[config.mk]
export PLATFORM = sky130hd
export DESIGN_NAME = qos_egress_sched_flat
export DESIGN_NICKNAME = d
export VERILOG_FILES = /design/src/rtl/qos_egress_sched_if.sv /design/src/rtl/qos_egress_sched.sv /design/src/flat_wrapper.sv
export SDC_FILE = /design/constraint.sdc
export NUM_CORES = 1
export LEC_CHECK = 0
export CORE_ASPECT_RATIO = 0.7
export CORE_UTILIZATION = 57
export DETAILED_ROUTE_END_ITERATION = 8
export HOLD_SLACK_MARGIN = 0.06
export PLACE_DENSITY = 0.87
export SYNTH_ARGS = -nofsm -noshare
export SYNTH_HDL_FRONTEND = slang
export SYNTH_SLANG_ARGS = --single-unit
[constraint.sdc]
create_clock -name clk -period 7.9 [get_ports clk]
set_clock_uncertainty 0.2 [all_clocks]
set_input_delay 1.58 -clock clk [delete_from_list [all_inputs] [get_ports clk]]
set_output_delay 1.58 -clock clk [all_outputs]
set_load 0.01 [all_outputs]
[src/rtl/qos_egress_sched_if.sv]
// rtl/qos_egress_sched_if.sv - QoS FIFO drain, egress stream and counter-read bundle
interface qos_egress_sched_if;
   logic [11:0] fifo_dataout0;
   logic [11:0] fifo_dataout1;
   logic [11:0] fifo_dataout2;
   logic [11:0] fifo_dataout3;
   logic [3:0]  fifo_empty;
   logic [3:0]  fifo_aempty;
   logic        popBP0;
   logic        popBP1;
   logic        popBP2;
   logic        popBP3;
   logic [11:0] data_out;
   logic        valid_out;
   logic        out_ready;
   logic        req;
   logic [2:0]  idx;
   logic        cnt_valid;
   logic [7:0]  cnt_data;

   modport master (
      input  fifo_dataout0, fifo_dataout1, fifo_dataout2, fifo_dataout3,
      input  fifo_empty, fifo_aempty, out_ready, req, idx,
      output popBP0, popBP1, popBP2, popBP3, data_out, valid_out, cnt_valid, cnt_data
   );

   modport slave (
      output fifo_dataout0, fifo_dataout1, fifo_dataout2, fifo_dataout3,
      output fifo_empty, fifo_aempty, out_ready, req, idx,
      input  popBP0, popBP1, popBP2, popBP3, data_out, valid_out, cnt_valid, cnt_data
   );
endinterface

[src/rtl/qos_egress_sched.sv]
// rtl/qos_egress_sched.sv - WRR drain of four QoS FIFOs into one buffered egress stream
// Per-class served counters are readable one cycle after req.
module qos_egress_sched #(
   parameter int W0 = 4,
   parameter int W1 = 3,
   parameter int W2 = 2,
   parameter int W3 = 1
) (
   input  logic               clk,
   input  logic               reset,
   input  logic               init,
   qos_egress_sched_if.master bus
);
   localparam logic [1:0] S_IDLE   = 2'd0;
   localparam logic [1:0] S_SERVE  = 2'd1;
   localparam logic [1:0] S_SWITCH = 2'd2;

   logic [1:0]  state;
   logic [1:0]  cls;
   logic [1:0]  start;
   logic [1:0]  next_cls;
   logic [3:0]  qcnt;
   logic [3:0]  quantum;
   logic        served;
   logic [3:0]  pend;
   logic [3:0]  elig;
   logic [3:0]  last_pop;
   logic [3:0]  pop;
   logic        inflight;
   logic        room;
   logic        q_done;
   logic [11:0] mem [3];
   logic [1:0]  rd_ptr;
   logic [1:0]  wr_ptr;
   logic [1:0]  occ;
   logic [11:0] wr_data;
   logic        rd_en;
   logic [7:0]  cnt [4];
   logic        cnt_valid_q;
   logic [7:0]  cnt_data_q;

   assign pend     = ~bus.fifo_empty;
   assign elig     = pend & (~bus.fifo_aempty | ~last_pop);
   assign inflight = |last_pop;
   assign room     = ({1'b0, occ} + {2'b00, inflight}) < 3'd3;

   always_comb begin
      pop = 4'b0000;
      if (state == S_SERVE && elig[cls] && room && !init)
         pop[cls] = 1'b1;
   end

   assign bus.popBP0 = pop[0];
   assign bus.popBP1 = pop[1];
   assign bus.popBP2 = pop[2];
   assign bus.popBP3 = pop[3];

   always_comb begin
      case (cls)
         2'd0:    quantum = 4'(W0);
         2'd1:    quantum = 4'(W1);
         2'd2:    quantum = 4'(W2);
         default: quantum = 4'(W3);
      endcase
   end

   assign q_done = (|pop) && (qcnt + 4'd1 == quantum);

   // IDLE and SWITCH never pop, so in the following SERVE cycle a non-empty FIFO is eligible:
   // selection therefore only needs ~empty. The search wraps back to cls last.
   always_comb begin
      start    = (state == S_IDLE && !served) ? cls : cls + 2'd1;
      next_cls = start;
      for (int i = 3; i >= 0; i--)
         if (pend[start + 2'(i)])
            next_cls = start + 2'(i);
   end

   always_ff @(posedge clk or negedge reset) begin
      if (!reset) begin
         state    <= S_IDLE;
         cls      <= 2'd0;
         qcnt     <= 4'd0;
         served   <= 1'b0;
         last_pop <= 4'b0000;
      end else if (init) begin
         state    <= S_IDLE;
         cls      <= 2'd0;
         qcnt     <= 4'd0;
         served   <= 1'b0;
         last_pop <= 4'b0000;
      end else begin
         last_pop <= pop;
         case (state)
            S_IDLE: begin
               if (|pend) begin
                  state  <= S_SERVE;
                  cls    <= next_cls;
                  qcnt   <= 4'd0;
                  served <= 1'b1;
               end
            end
            S_SERVE: begin
               if (|pop)
                  qcnt <= qcnt + 4'd1;
               if (q_done || !elig[cls])
                  state <= S_SWITCH;
            end
            S_SWITCH: begin
               qcnt <= 4'd0;
               if (|pend) begin
                  state <= S_SERVE;
                  cls   <= next_cls;
               end else begin
                  state <= S_IDLE;
               end
            end
            default: state <= S_IDLE;
         endcase
      end
   end

   // Read data arrives the cycle after the pop; last_pop says which FIFO it came from.
   assign wr_data = ({12{last_pop[0]}} & bus.fifo_dataout0) |
                    ({12{last_pop[1]}} & bus.fifo_dataout1) |
                    ({12{last_pop[2]}} & bus.fifo_dataout2) |
                    ({12{last_pop[3]}} & bus.fifo_dataout3);
   assign rd_en   = (occ != 2'd0) && bus.out_ready;

   always_ff @(posedge clk) begin
      if (inflight)
         mem[wr_ptr] <= wr_data;
   end

   always_ff @(posedge clk or negedge reset) begin
      if (!reset) begin
         rd_ptr <= 2'd0;
         wr_ptr <= 2'd0;
         occ    <= 2'd0;
      end else if (init) begin
         rd_ptr <= 2'd0;
         wr_ptr <= 2'd0;
         occ    <= 2'd0;
      end else begin
         if (inflight)
            wr_ptr <= (wr_ptr == 2'd2) ? 2'd0 : wr_ptr + 2'd1;
         if (rd_en)
            rd_ptr <= (rd_ptr == 2'd2) ? 2'd0 : rd_ptr + 2'd1;
         occ <= occ + {1'b0, inflight} - {1'b0, rd_en};
      end
   end

   assign bus.valid_out = (occ != 2'd0);
   assign bus.data_out  = (occ != 2'd0) ? mem[rd_ptr] : 12'd0;

   always_ff @(posedge clk or negedge reset) begin
      if (!reset) begin
         for (int n = 0; n < 4; n++)
            cnt[n] <= 8'd0;
         cnt_valid_q <= 1'b0;
         cnt_data_q  <= 8'd0;
      end else if (init) begin
         for (int n = 0; n < 4; n++)
            cnt[n] <= 8'd0;
         cnt_valid_q <= 1'b0;
         cnt_data_q  <= 8'd0;
      end else begin
         for (int n = 0; n < 4; n++)
            if (pop[n])
               cnt[n] <= cnt[n] + 8'd1;
         cnt_valid_q <= bus.req;
         cnt_data_q  <= (bus.req && !bus.idx[2]) ? cnt[bus.idx[1:0]] : 8'd0;
      end
   end

   assign bus.cnt_valid = cnt_valid_q;
   assign bus.cnt_data  = cnt_data_q;
endmodule

[src/flat_wrapper.sv]
// flat-port wrapper written by rule: the top's interface ports become plain ports
module qos_egress_sched_flat 
#(
   parameter int W0 = 4,
   parameter int W1 = 3,
   parameter int W2 = 2,
   parameter int W3 = 1
)
  (clk, reset, init, bus_fifo_dataout0, bus_fifo_dataout1, bus_fifo_dataout2, bus_fifo_dataout3, bus_fifo_empty, bus_fifo_aempty, bus_out_ready, bus_req, bus_idx, bus_popBP0, bus_popBP1, bus_popBP2, bus_popBP3, bus_data_out, bus_valid_out, bus_cnt_valid, bus_cnt_data);
  qos_egress_sched_if bus_i ();
  input  logic clk;
  input  logic reset;
  input  logic init;
  input wire logic [$bits(bus_i.fifo_dataout0)-1:0] bus_fifo_dataout0;
  input wire logic [$bits(bus_i.fifo_dataout1)-1:0] bus_fifo_dataout1;
  input wire logic [$bits(bus_i.fifo_dataout2)-1:0] bus_fifo_dataout2;
  input wire logic [$bits(bus_i.fifo_dataout3)-1:0] bus_fifo_dataout3;
  input wire logic [$bits(bus_i.fifo_empty)-1:0] bus_fifo_empty;
  input wire logic [$bits(bus_i.fifo_aempty)-1:0] bus_fifo_aempty;
  input wire logic [$bits(bus_i.out_ready)-1:0] bus_out_ready;
  input wire logic [$bits(bus_i.req)-1:0] bus_req;
  input wire logic [$bits(bus_i.idx)-1:0] bus_idx;
  output wire logic [$bits(bus_i.popBP0)-1:0] bus_popBP0;
  output wire logic [$bits(bus_i.popBP1)-1:0] bus_popBP1;
  output wire logic [$bits(bus_i.popBP2)-1:0] bus_popBP2;
  output wire logic [$bits(bus_i.popBP3)-1:0] bus_popBP3;
  output wire logic [$bits(bus_i.data_out)-1:0] bus_data_out;
  output wire logic [$bits(bus_i.valid_out)-1:0] bus_valid_out;
  output wire logic [$bits(bus_i.cnt_valid)-1:0] bus_cnt_valid;
  output wire logic [$bits(bus_i.cnt_data)-1:0] bus_cnt_data;
  assign bus_i.fifo_dataout0 = bus_fifo_dataout0;
  assign bus_i.fifo_dataout1 = bus_fifo_dataout1;
  assign bus_i.fifo_dataout2 = bus_fifo_dataout2;
  assign bus_i.fifo_dataout3 = bus_fifo_dataout3;
  assign bus_i.fifo_empty = bus_fifo_empty;
  assign bus_i.fifo_aempty = bus_fifo_aempty;
  assign bus_i.out_ready = bus_out_ready;
  assign bus_i.req = bus_req;
  assign bus_i.idx = bus_idx;
  assign bus_popBP0 = bus_i.popBP0;
  assign bus_popBP1 = bus_i.popBP1;
  assign bus_popBP2 = bus_i.popBP2;
  assign bus_popBP3 = bus_i.popBP3;
  assign bus_data_out = bus_i.data_out;
  assign bus_valid_out = bus_i.valid_out;
  assign bus_cnt_valid = bus_i.cnt_valid;
  assign bus_cnt_data = bus_i.cnt_data;
  qos_egress_sched #(.W0(W0), .W1(W1), .W2(W2), .W3(W3)) u_core (.clk(clk), .reset(reset), .init(init), .bus(bus_i));
endmodule
# After elaboration in Yosys (flattened, before gate mapping)
# Memories as Yosys holds them, arrays and structs flattened.
# Cells that the tools add are included.
# word_totals
register_bits	60
ram_bits	36
in_bits	64
memories	1
# mem_list
name	words	width	read_ports	rd_ports_with_merged_regs	wr	line	source
u_core.mem	3	12	1	0	1	qos_egress_sched.sv:32	logic [11:0] mem [3];
# classes
add_sub_neg	14
order_cmp	8
eq_ne	10
muxes	56
n_bitwise	13
n_reduce_logical	34
# ops
operator	n
2-to-1 mux 8 bit	8
AND 12 bit	4
2-to-1 mux 2 bit	18
OR 12 bit	3
adder 8 x 1 -> 8 bit, second input constant	4
2-to-1 mux 32 bit	1
2-to-1 mux 4 bit	5
nonzero test 2 bit	10
binary-select mux 8 bit (select 2 bit)	1
less-than comparator 2 x 3 -> 1 bit, second input constant	5
2-to-1 mux 1 bit	13
2-to-1 mux 12 bit	1
NOT 4 bit	3
one-hot mux 4 bit (3 select lines)	1
OR reduction 4 bit	3
binary-select mux 1 bit (select 2 bit)	5
!= test 3 bit, second input constant	3
one-hot mux 3 bit (3 select lines)	1
adder 2 x 1 -> 2 bit, second input constant	4
equality test 2 bit, second input constant	4
logical AND 1 bit	8
one-hot mux 2 bit (3 select lines)	1
AND reduction 2 bit	3
adder 2 bit, second input constant	2
other kinds (19)	24

# Logic depth before layout (Yosys ltp)
# Gate-level depths: netlist of run 1.
# logic_depth
depth_word	15
mapped_depth	10

# Least setup slack after synthesis of run 1
# Ideal clock, no wire load.
# synth_path
path_type	input to output
startpoint	input port bus_fifo_empty[2]
endpoint	output port bus_popBP1
arrival_time_ns	2.662
t_required_ns	6.120
path_slack_ns	3.458
path_stages	4
path_cell_list	buf_2 a211o_1 o211a_2 nor4_4
# synth_via
elab_chain_len	8
# synth_rtl
element	line	source
start, declared	flat_wrapper.sv:18	input wire logic [$bits(bus_i.fifo_empty)-1:0] bus_fifo_empty;
NOT 4 bit	qos_egress_sched.sv:42	assign pend = ~bus.fifo_empty;
AND 4 bit	qos_egress_sched.sv:43	assign elig = pend & (~bus.fifo_aempty | ~last_pop);
binary-select mux 1 bit (select 2 bit)	qos_egress_sched.sv:49	if (state == S_SERVE && elig[cls] && room && !init)
2-to-1 mux 1 bit (not written as such)	qos_egress_sched.sv:49	
logical AND 1 bit (3 in series)	qos_egress_sched.sv:49	
2-to-1 mux 4 bit	qos_egress_sched.sv:49	
end, declared	flat_wrapper.sv:24	output wire logic [$bits(bus_i.popBP1)-1:0] bus_popBP1;
# No other way between the ends. The select of a mux whose other input is x is not followed.

# Worst setup path in the final report of run 1
# layout_path
startpoint	input port init
endpoint	output port bus_popBP1
# layout_via
elab_chain_len	3
# layout_rtl
element	line	source
start, declared	flat_wrapper.sv:13	input logic init;
logical NOT 1 bit	qos_egress_sched.sv:49	
logical AND 1 bit	qos_egress_sched.sv:49	
2-to-1 mux 4 bit	qos_egress_sched.sv:49	
# No other way between the ends.

==> impl_metrics.toml, run 1 <==
[sta]
grt_setup_unrepaired = "no"
finalHoldViolations = 0
max_freq_ghz = 0.166
setup_violations = 0
setup_tns_ns = 0
period_share_pct = 76.3
timing.hold.ws_ns = 0.319
final_max_slew_viol_count = 0
relSlewSlack_pct = 36.6
worst-slew-pin-transition_ns = 0.947
period_needed_ns = 6.03

[critical_path]
end_kind = "output port"
r2r_cells = 8
cp_max_fo = 26
cpMostUsedCell = "clkdlybuf4s50_1"
cpPeakStageDelay_ns = 0.63
critPathRequiredTime_ns = 6.12
worstSetupStartpointType = "input pin"
critPathKind = "input pin to output port"
critical-path-slowest-cell = "clkdlybuf4s50_1"
reg2reg_slack_ns = 3.84
startpoint = "init"
r2r-end = "u_core.cnt[15]"
path_cells = "clkdlybuf4s50_1 > buf_4 > inv_1 > nand3_2 > nor4_4 > clkdlybuf4s50_1"
critPathArrivalTime_ns = 4.25
reg2reg_from = "u_core.last_pop[0]"

[drt]
drt_iter0_drc = 481
drt-total-wl_um = 13100
vias_per_cell = 6.34
ant_nets = 0
dr.pass1.iters = 5
num_vias = 4264
wl_per_cell_um = 19.5
drc = 0

[power]
powerDensity_nw_per_um2 = 217
power_leakage_nw = 2.57
power_w = 0.00138
peakVddDrop_mv = 0.153

[global_route]
grt_max_degree = 61
grt_usage_pct = 29.2
grt_pass1_vias = 3927
grt.overflow.total = 0
grt_pass1_wl_um = 20000
grt_antenna_before_repair = 0

[hold_path]
holdPathStages = 1
holdCritStartpoint = "u_core.cnt[7]"
hold_path_end = "u_core.cnt[7]"
min-delay-path-class = "register to register"

[logic_synthesis]
synth_edf_count = 36
synth_nets = 545
ys.flop_type = "dfrtp_1"
synth_area_leaders = "dfrtp_1 29%, edfxtp_1 21%, a22oi_1 3.5%, mux4_2 3.5%, ha_1 3.4%"
synth.top_cell.area_share_pct = 29.3
yosysWarnings = 0
yosysSeqAreaShare_pct = 50.4
ys_types = 57
ys_async_sr_fraction_pct = 62.5
postSynthAreaPerCell_um2 = 11.0
synth-seq-cells = 96
synthCells = 467
synth_top_cell_by_area = "dfrtp_1"
yosysMostFrequentCell = "dfrtp_1"
syn_area_um2 = 5130
yosys-top-cells-count = "60 x dfrtp_1, 42 x nand2_1, 42 x nor2_1, 36 x edfxtp_1, 31 x a21oi_1"

[cells_and_area]
final_cells = 673
area_delta_synth_final_pct = 24.5
layout-drive-gt1-share_pct = 8.68
fin_nets = 626
antenna_cells = 0
fin_util_pct = 74.3

[outcome]
outcome = "completed"

[clock_network]
cts_buffer_depth = 2
cts_max_level = 3
cts_resized = 0
cts_setup_buffers = 0
postCtsHoldBufs = 0
tritoncts = "done"
clk_latency_ns = 0.35
clkSinkCount = 96
cts_root_buf = "clkbuf_16"
numCtsBuffers = 9
path_clk_slew_ns = 0.07

[floorplan]
coreArea_um2 = 8580
rows = 28
die_h_um = 81.3
dieArea_um2 = 9380
die_x_um = 115
start_util_pct = 59.7
io_pins = 90

[placed_design]
dpl.hpwl_um = 9320
dpl.cell_count = 657
port_buffers = 89
gp_congestion = 0.953

[flow_run]
drv_cap = 0
-- per-layer routing --
metal	vias up	track usage, %	share of wire, %	routed length (um)
li1	1935	-	-	-
met1	2088	41.1	43	5680
met2	208	44.6	46	6000
met3	33	7.09	8.9	1170
met4	0	10.1	2.1	270
met5	-	0	0	0
-- worst max-delay path by stage --
stage | to | slack (ns) | depth (start not counted)
after detailed placement | bus_popBP0 | 1.94 | 6
after global placement | bus_popBP0 | 2.03 | 6
after global routing | bus_popBP1 | 1.69 | 8
after floorplan | bus_popBP1 | 3.46 | 4
after CTS | bus_popBP0 | 1.90 | 6
final | bus_popBP1 | 1.87 | 6
-- cell type report --
| class | instances | area, um^2 |
|---|---|---|
| flip-flops and latches | 96 | 2580 |
| repair buffers | 94 | 923 |
| fillers | 579 | 2200 |
| inverters | 12 | 45.0 |
| clock inverters | 7 | 81.3 |
| well taps | 120 | 150 |
| multi-input cells | 335 | 2370 |
| clock buffers | 9 | 225 |
-- worst max-delay path: cells and delay by family --
kind                   cells  cell delay [ns]
and+or+nand+nor            2             0.97
buffers and inverters      4             1.68
-- metrics by stage --
stage,setup slack [ns],cell area [um^2]
2_1_floorplan,3.46,5130
3_3_place_gp,2.03,6070
3_5_place_dp,1.94,6070
4_1_cts,1.90,6380
5_1_grt,1.69,6380
6_report,1.87,6380
-- layout by cell type, fill, tap and decap left out, types with 3 or more instances in the layout --
master	instances
mux2_2	4
nor3_1	9
or4_1	10
nor2_1	42
nor2b_1	11
xnor2_1	5
mux2i_1	16
o31ai_1	11
o21ai_0	7
or3_1	3
nor3b_1	4
a22oi_1	24
nor4_1	5
and3_1	3
mux4_2	8
dfrtp_1	60
buf_4	5
a22o_1	7
nand2_1	42
nand3_1	14
inv_6	4
o41ai_1	4
clkbuf_16	9
clkdlybuf4s50_1	88
ha_1	14
o21ai_1	5
a21oi_1	31
inv_1	11
xor2_1	7
and2_1	4
edfxtp_1	36
nand4_1	13
nor4_4	3
-- sequential cells by signal, summed over array words and instances (netlist names) --
signal                count
u_core.last_pop           4
u_core.wr_ptr             2
u_core.mem               36
u_core.bus.cnt_data       8
u_core.bus.cnt_valid      1
u_core.state              2
u_core.served             1
u_core.qcnt               4
u_core.cnt               32
u_core.occ                2
u_core.cls                2
u_core.rd_ptr             2
-- power breakdown --
group / internal [W] / switching [W] / total, W / leakage (nW)
Sequential: 0.000545 / 0.0000454 / 0.000590 / 1.18
Combinational: 0.000159 / 0.000184 / 0.000343 / 1.23
Clock: 0.000252 / 0.000198 / 0.000449 / 0.153
-- kinds of logic after synthesis --
group	Yosys count	synth area share (%)
fa+ha+maj	14	3.42
flops	96	50.4
simple gates	170	17.8
mux	28	7.52
xor+xnor	12	2.05
compound gates	111	15.5
buf+inv	36	3.32
No activity file was read; power rests on OpenSTA's default activity.
==> inputs of run 2 (changes only) <==
--- a/config.mk
+++ b/config.mk
@@ -6,10 +6,10 @@
 export NUM_CORES = 1
 export LEC_CHECK = 0
 export CORE_ASPECT_RATIO = 0.7
-export CORE_UTILIZATION = 57
+export CORE_UTILIZATION = 53
 export DETAILED_ROUTE_END_ITERATION = 8
 export HOLD_SLACK_MARGIN = 0.06
-export PLACE_DENSITY = 0.87
+export PLACE_DENSITY = 0.82
 export SYNTH_ARGS = -nofsm -noshare
 export SYNTH_HDL_FRONTEND = slang
 export SYNTH_SLANG_ARGS = --single-unit
==> constraint.sdc (replaced) <==
create_clock -name clk -period 5.7 [get_ports clk]
set_clock_uncertainty 0.2 [all_clocks]
set_input_delay 1.14 -clock clk [delete_from_list [all_inputs] [get_ports clk]]
set_output_delay 1.14 -clock clk [all_outputs]
set_load 0.01 [all_outputs]
==> run 2 against run 1 <==
Against the previous run:
- global-route usage shrank 2.5 points
- sequential power up 38%
- register-to-register slack worse by 1.7 ns
- die area rose by 7.4%
- final area unchanged
- non-clock buffer count up 2
- first-iteration DRC count fell by 3.5%
- worst setup slack got worse by 1.2 ns
- largest power group unchanged
==> impl_metrics.toml, run 2 (same netlist as run 1, synthesis figures left out) <==
[cells_and_area]
multi_input_area_um2 = 2370
area_delta_synth_final_pct = 24.5
final_common_cell = "clkdlybuf4s50_1"
top_register = "u_core.mem"
antenna_cells = 0
seq_area_um2 = 2580
nFillCells = 683
largest_register_ffs = 36
mostFrequentLayoutCells = "88 x clkdlybuf4s50_1, 60 x dfrtp_1, 42 x nand2_1, 42 x nor2_1, 36 x edfxtp_1"
layout-drive-gt1-share_pct = 8.83
final_cells = 679
fin_nets = 628

[floorplan]
die_h_um = 84.3
die_x_um = 120
rows = 29
coreArea_um2 = 9220
start_util_pct = 55.6
io_pins = 90
dieArea_um2 = 10100

[clock_network]
postCtsHoldBufs = 0
clk_latency_ns = 0.35
cts_setup_buffers = 0
cts_buffer_depth = 2
cts_resized = 0
path_clk_slew_ns = 0.07
tritoncts = "done"
numCtsBuffers = 9
cts_max_level = 3
clkSinkCount = 96
cts_root_buf = "clkbuf_16"

[critical_path]
r2r-end = "u_core.cnt[13]"
r2r_cells = 9
critPathKind = "register to output port"
reg2reg_from = "u_core.last_pop[0]"
cp_max_fo = 14
critPathRequiredTime_ns = 4.36
critPathArrivalTime_ns = 3.73
reg2reg_slack_ns = 2.14
end_kind = "output port"
worstSetupStartpointType = "register"

[drt]
dr.pass1.iters = 5
drt_iter0_drc = 464
ant_nets = 0
drc = 0
drt-total-wl_um = 12900
wl_per_cell_um = 19.1
num_vias = 4241
vias_per_cell = 6.25

[hold_path]
min-delay-path-class = "register to register"
holdCritStartpoint = "u_core.cnt[7]"
hold_path_end = "u_core.cnt[7]"
holdPathStages = 1

[sta]
relSlewSlack_pct = 37.6
worst-slew-pin-transition_ns = 0.933
max_freq_ghz = 0.197
setup_violations = 0
final_max_slew_viol_count = 0
timing.hold.ws_ns = 0.307
grt_setup_unrepaired = "no"
period_needed_ns = 5.07
setup_tns_ns = 0
finalHoldViolations = 0
period_share_pct = 88.9

[placed_design]
gp_congestion = 0.967
dpl.cell_count = 663
dpl.hpwl_um = 9400
port_buffers = 89

[global_route]
grt_max_degree = 61
grt.overflow.total = 0
grt_antenna_before_repair = 0
grt_usage_pct = 26.7
grt_pass1_wl_um = 20600
grt_pass1_vias = 3996

[power]
power_leakage_nw = 2.57
clkPwrFrac_pct = 30.9
power.switching_w = 0.000592
seqPwrFrac_pct = 43.6
internal_power_w = 0.00128
powerDensity_nw_per_um2 = 294
peakVddDrop_mv = 0.274
swShare_pct = 31.6
combPwrFrac_pct = 25.5

[outcome]
outcome = "completed"

[flow_run]
drv_cap = 0
==> run 2: how the worst max path moves through the flow <==
stage | start | to | slack [ns] | cells after the start
CTS | u_core.last_pop[0] | bus_popBP1 | 0.66 | 9
floorplan | u_core.last_pop[0] | bus_popBP1 | 1.80 | 7
detailed placement | bus_fifo_empty[2] | bus_popBP0 | 0.95 | 5
finish | u_core.last_pop[0] | bus_popBP1 | 0.63 | 9
global placement | bus_fifo_empty[2] | bus_popBP0 | 0.99 | 5
global route | u_core.last_pop[0] | bus_popBP0 | 0.45 | 9
==> run 2: routing by layer <==
metal | share of wire, % | global-route usage (%) | vias to the layer above
li1 | - | - | 1932
met3 | 9.6 | 6.93 | 21
met4 | 1.4 | 6.14 | 0
met5 | 0 | 0 | -
met2 | 48 | 41.3 | 208
met1 | 41 | 38.0 | 2080
==> run 2: power groups by stage <==
stage / clock network [W] / registers (W) / logic [W]
4_1_cts: 0.000588 / 0.000816 / 0.000475
2_1_floorplan: 0 / 0.000792 / 0.000319
3_5_place_dp: 0 / 0.000830 / 0.000469
3_3_place_gp: 0 / 0.000825 / 0.000453
5_1_grt: 0.000612 / 0.000823 / 0.000518
6_report: 0.000579 / 0.000817 / 0.000478
==> run 2: final cells by class <==
type,count,area share [%]
sequential,96,40.5
clock buffer,9,3.53
multi-input combinational,335,37.2
inverter,12,0.706
clock inverter,7,0.961
timing repair buffer,96,14.7
tap,124,2.43
==> run 2: through the flow <==
stage / area [um^2] / power, W / worst slack (ns) / utilization, %
after global placement: 6090 / 0.00128 / 0.992 / 66.1
after CTS: 6380 / 0.00188 / 0.660 / 69.2
after floorplan: 5130 / 0.00111 / 1.80 / -
final: 6380 / 0.00187 / 0.633 / 69.2
after global routing: 6380 / 0.00195 / 0.453 / 69.2
after detailed placement: 6090 / 0.00130 / 0.948 / 66.1
==> run 2: worst max-delay path: stages (launching register included) <==
cell             delay, ns
dfrtp_1               0.58
nor4_1                0.37
buf_4                 0.20
inv_1                 0.04
ha_1                  0.17
ha_1                  0.26
a21oi_1               0.49
nand2_1               0.25
nor4_4                0.39
clkdlybuf4s50_1       0.63
